### config.mk
export PLATFORM = sky130hd
export DESIGN_NAME = priority_arbiter_fixed
export DESIGN_NICKNAME = d
export VERILOG_FILES = /design/src/rtl/priority_arbiter_fixed.sv
export SDC_FILE = /design/constraint.sdc
export NUM_CORES = 1
export LEC_CHECK = 0
export CAP_MARGIN = 20
export CORE_AREA = 2 2 39 41
export CTS_CLUSTER_DIAMETER = 100
export DETAILED_ROUTE_END_ITERATION = 12
export DIE_AREA = 0 0 41 43
export GPL_TIMING_DRIVEN = 0
export HOLD_SLACK_MARGIN = 0.08
export PLACE_DENSITY = 0.39
export SYNTH_ARGS = -nofsm -noshare
export SYNTH_HDL_FRONTEND = slang
export SYNTH_SLANG_ARGS = --single-unit
### constraint.sdc
create_clock -name clk -period 0.9 [get_ports clk]
set_clock_uncertainty 0.2 [all_clocks]
set_input_delay 0.18 -clock clk [delete_from_list [all_inputs] [get_ports clk]]
set_output_delay 0.18 -clock clk [all_outputs]
set_load 0.03 [all_outputs]
### src/rtl/priority_arbiter_fixed.sv
`default_nettype none
// ============================================================================
// Module      : priority_arbiter_fixed
// Description : Fixed-priority arbiter for NUM_REQ level requesters.
//               Requester 0 has the highest priority. The winner is picked
//               combinationally from req_i and registered onto a one-hot
//               grant vector, an encoded index and a valid flag, so a grant
//               appears one cycle after its request is sampled. There is no
//               fairness and no locking: lower-index requesters can starve
//               higher-index ones.
// Ports       : clk       - clock, all state changes on the rising edge
//               reset     - synchronous active-high reset, clears all grants
//               req_i     - level request per requester (bit i = requester i)
//               gnt_o     - registered one-hot grant, zero when idle
//               gnt_id_o  - registered index of the granted requester, zero
//                           when idle
//               gnt_vld_o - registered, high whenever gnt_o is non-zero
// Revision    : 1.0 - initial release
// ============================================================================
module priority_arbiter_fixed #(
  parameter int NUM_REQ = 4,
  parameter int ID_W    = $clog2(NUM_REQ)
) (
  input  logic                clk,
  input  logic                reset,
  input  logic [NUM_REQ-1:0]  req_i,
  output logic [NUM_REQ-1:0]  gnt_o,
  output logic [ID_W-1:0]     gnt_id_o,
  output logic                gnt_vld_o
);

  logic [NUM_REQ-1:0] gnt_d,    gnt_q;
  logic [ID_W-1:0]    gnt_id_d, gnt_id_q;
  logic               gnt_vld_d, gnt_vld_q;

  // Priority encoder: scan from the top index down so that the last match
  // written, i.e. the lowest set index, is the one that survives.
  always_comb begin
    gnt_d     = '0;
    gnt_id_d  = '0;
    gnt_vld_d = 1'b0;
    for (int i = NUM_REQ - 1; i >= 0; i--) begin
      if (req_i[i]) begin
        gnt_id_d  = ID_W'(i);
        gnt_vld_d = 1'b1;
      end
    end
    // One-hot is built from the encoded index, so it can never disagree with
    // gnt_id_d or have more than one bit set.
    if (gnt_vld_d) begin
      gnt_d[gnt_id_d] = 1'b1;
    end
  end

  always_ff @(posedge clk) begin
    if (reset) begin
      gnt_q     <= '0;
      gnt_id_q  <= '0;
      gnt_vld_q <= 1'b0;
    end else begin
      gnt_q     <= gnt_d;
      gnt_id_q  <= gnt_id_d;
      gnt_vld_q <= gnt_vld_d;
    end
  end

  assign gnt_o     = gnt_q;
  assign gnt_id_o  = gnt_id_q;
  assign gnt_vld_o = gnt_vld_q;

endmodule
`default_nettype wire

======== Word level (Yosys, flattened, before mapping) ========
Cells that the tools add are included.
storage, ports and cells
  flip-flop bits (word level) ............. 7
  input bits .............................. 6
  output and inout port bits .............. 7
  word-level logic and storage cells ...... 18
operators by class
  $lt $le $gt $ge ......................... 2
  mux-type cells .......................... 10
  bitwise logic cells ..................... 1
  reductions and logical operators ........ 2
operators by type and width
  operator                                                           count
  2-to-1 mux 2 bit                                                   4
  2-to-1 mux 1 bit                                                   5
  < comparator 2 x 3 -> 1 bit, second input constant                 1
  demux 1 bit (select 2 bit)                                         1
  greater-or-equal comparator 2 x 1 -> 1 bit, second input constant  1
  OR reduction 2 bit                                                 1
  logical AND 1 bit                                                  1
  inverter 1 bit                                                     1

======== Longest topological paths before layout ========
  depth after elaboration ................. 8
  gate-level depth with buffers ........... 2
  depth with buffers taken out ............ 2

======== Least setup slack after synthesis ========
Ideal clock, no wire load.
  path kind ............................... register to output
  start ................................... register gnt_id_q[0] (netlist: gnt_id_o[0])
  end ..................................... output port gnt_id_o[0]
  data arrival time ....................... 0.459 ns
  data required time ...................... 0.520 ns
  setup slack ............................. 0.061 ns
  stages on the path, launching flop included .. 1
  path buffers ............................ 0
  cells stage by stage .................... dfxtp_1
RTL lines
  element                 line  text
  from (decl)             33    logic [ID_W-1:0] gnt_id_d, gnt_id_q;
  from (signal assigned)  62    gnt_id_q <= gnt_id_d;
  to (decl)               28    output logic [ID_W-1:0] gnt_id_o,
No word-level cell between the ends.

======== Final worst setup path ========
  start ................................... register gnt_id_q[1] (netlist: gnt_id_o[1])
  end ..................................... output port gnt_id_o[1]
No word-level cell between the ends.

==> qor.log <==
[finish] fillcell total 153
[setup_path] critical path startpoint category register
[finish] total inserted antenna cells 0
[setup_path] path type of the worst setup path register to primary output
[floorplan] # rows 14
[cts] number of levels in the clock H-tree 1
[grt] antenna violations before repair 0
[floorplan] starting utilization of the core area 15.5%
[drt] count of TritonRoute iterations in the first routing pass 4
[setup_path] buffers plus inverters on the worst setup path 1
[placed_design] gpl congestion 0.729
[floorplan] Die Ht 43 um
[sta] min cycle time layout 1.07 ns
[yosys] FF+latch count, synth 7
[floorplan] core area 1380 um^2
[yosys] mean area per synthesized cell 11.9 um^2
[pwr] Max rail drop VDD 0.000545 V
[floorplan] Die X-Extent 41 um
[sta] worst slew slack as a fraction of its limit 79.8%
[cts] CTS Buffer Depth 2
[finish] Layout area overhead 86.0%
[finish] final instance area 398 um^2
[sta] final worst hold slack 0.154 ns
[grt] maximum number of pins on one net before global-route repair 8
[setup_path] family with the most delay on the worst path flip-flops
[setup_path] Worst setup EP type primary output
[setup_path] Data required, critical path 0.52 ns
[sta] unrepaired setup endpoints after global routing yes
[setup_path] cell depth of the worst setup path 1
[sta] final slew viol count 0
[grt] GRT Residual Overflow 0
[finish] fraction of final layout cells with drive strength greater than 1 58.8%
[grt] GRT Resource Usage Total 6.33%
[floorplan] total I/O pin count 13
[drt] average wire per cell in the routed design 8.64 um
[setup_path] Cell Chain, Critical Path buf_6
[floorplan] die area 1760 um^2
[yosys] Netlist Area Pre-Place 214 um^2
[drt] number of vias per cell after detailed routing 3.66
[sta] setup-violating endpoint count in the final report 7
[run] max-cap check violation count 0
[placed_design] Placed Instance Area 354 um^2
[pwr] leakage power 0.000166 uW
[sta] final worst-path setup slack -0.173 ns
[cts] clock-pin transition on the worst setup and hold timing paths 0.06 ns
[setup_path] delay contributed by the slowest stage of the critical path 0.32 ns
[sta] total negative slack for setup checks -1.15 ns
[drt] initial detailed-routing violation count 5
[drt] count of nets left with antenna violations after detail routing 0
[grt] GR Util met3 1.57%
[drt] Post-route DRC 0
[cts] number of sinks handled by clock tree synthesis 7
[yosys] post-synth net total 24
[yosys] Cells after Synth 18
[yosys] Synth area leaders sky130_fd_sc_hd__dfxtp_1 65%, sky130_fd_sc_hd__nor4b_2 7.0%, sky130_fd_sc_hd__a211oi_2 5.8%
[placed_design] IO buf count 12
[yosys] sequential area share after synthesis 65.5%
[finish] Total Nets Final 41
[placed_design] total half-perimeter wirelength after legalization and detailed placement 312 um
[sta] transition at the pin with the smallest max-transition slack 0.303 ns
[grt] number of global-route vias before repair 148
[cts] CTS Buf Count 3
[sta] portion of the clock cycle consumed by the worst path in the final layout 119%
[yosys] cell taking the most area after synthesis sky130_fd_sc_hd__dfxtp_1
[yosys] share of the synthesized area in the top cell type 65.5%
[setup_path] data arrival time of the worst path 0.69 ns
[sta] hold violation total from the final report 0
[setup_path] critical path fanouts, max 1
[placed_design] worst slack after detailed placement -0.447 ns
[cts] root buf cell sky130_fd_sc_hd__clkbuf_4
[cts] post-CTS repair timing setup buffer count 0
[setup_path] slowest stage cell on the critical path sky130_fd_sc_hd__dfxtp_2
[setup_path] Worst setup startpoint gnt_id_o[1]
[drt] final wirelength 432 um
[grt] Global Route met2 Usage 6.56%
[pwr] total power divided by cell area 1790 nW/um^2
[grt] layer with the highest usage after global routing met4
[finish] most frequent cells in the layout 7 x sky130_fd_sc_hd__dfxtp_2, 7 x sky130_fd_sc_hd__buf_6, 5 x sky130_fd_sc_hd__dlygate4sd2_1
[drt] vias 183
[setup_path] Worst Setup EP gnt_id_o[1]
[sta] Max Fclk 0.932 GHz
[grt] global-route wire length before repair 627 um
[cts] TritonCTS clock tree built
[status] violated checks setup timing
[yosys] post-synth cell types 10
[yosys] Synth warnings 0
[grt] met1 track utilization from global routing 6.77%
[worst_hold_path] Tightest Hold Check Type input pin to register
[status] outcome finished, violations left
-- repair_timing --
item / in CTS / in global routing
cloned: 0 / 0
endpoints found under the setup margin: 14 / 8
gates resized for setup: 61 / 1
pin swaps: 1 / 0
hold buffers: 0 / 0
-- worst min path at each step --
| stage | startpoint | endpoint | slack (ns) | depth (start not counted) |
|---|---|---|---|---|
| final | req_i[1] | gnt_id_o[1] | 0.15 | 2 |
| after global routing | req_i[1] | gnt_id_o[1] | 0.18 | 2 |
| after CTS | req_i[1] | gnt_id_o[1] | 0.14 | 2 |
| after detailed placement | req_i[3] | gnt_o[3] | 0.62 | 3 |
| after global placement | req_i[3] | gnt_o[3] | 0.63 | 3 |
| after floorplan | req_i[0] | gnt_id_o[0] | 0.04 | 1 |
-- registers in the layout, summed over array words and instances (netlist names) --
name,flops
gnt_o,4
gnt_vld_o,1
gnt_id_o,2
-- stage by stage --
stage	util [%]	std cells	power, uW
6_report	28.8	50	714
5_1_grt	28.8	50	746
4_1_cts	28.3	50	722
3_5_place_dp	25.6	46	435
3_3_place_gp	25.6	46	434
2_1_floorplan	-	18	375
-- layout make-up --
class                   instances  area [um^2]  share of cell area (%)
well taps                      16         20.0                    5.03
clock buffers                   4         26.3                    6.60
repair buffers                 12          123                    30.8
multi-input cells              10         76.3                    19.2
inverters                       1         3.75                   0.943
flip-flops and latches          7          149                    37.4
-- synth_stat cells, drive strengths merged --
master and number:
inv 1, a21oi 1, nand2b 1, nor3 1, dfxtp 7, nor2 2
nor4 2, nor4b 1, a211oi 1, nor2b 1
-- cell families after synthesis --
kind of cell,share of synthesized area [%]
buffers and inverters,1.75
AOI/OAI and AO/OA,8.18
DFF,65.5
and+or+nand+nor,24.6
-- power breakdown --
group / total (uW) / switching (uW) / internal [uW]
registers: 331 / 5.21 / 326
logic: 98.6 / 54.6 / 44.0
clock network: 284 / 115 / 169
total: 714 / 175 / 539
-- per-layer routing --
layer	wire (um)	part of all wire, %	up-vias
li1	-	-	94
met1	175	41	76
met2	201	47	11
met3	40	9.3	2
met4	14	3.2	0
met5	0	0	-
Power figures use the tool's default switching activity.
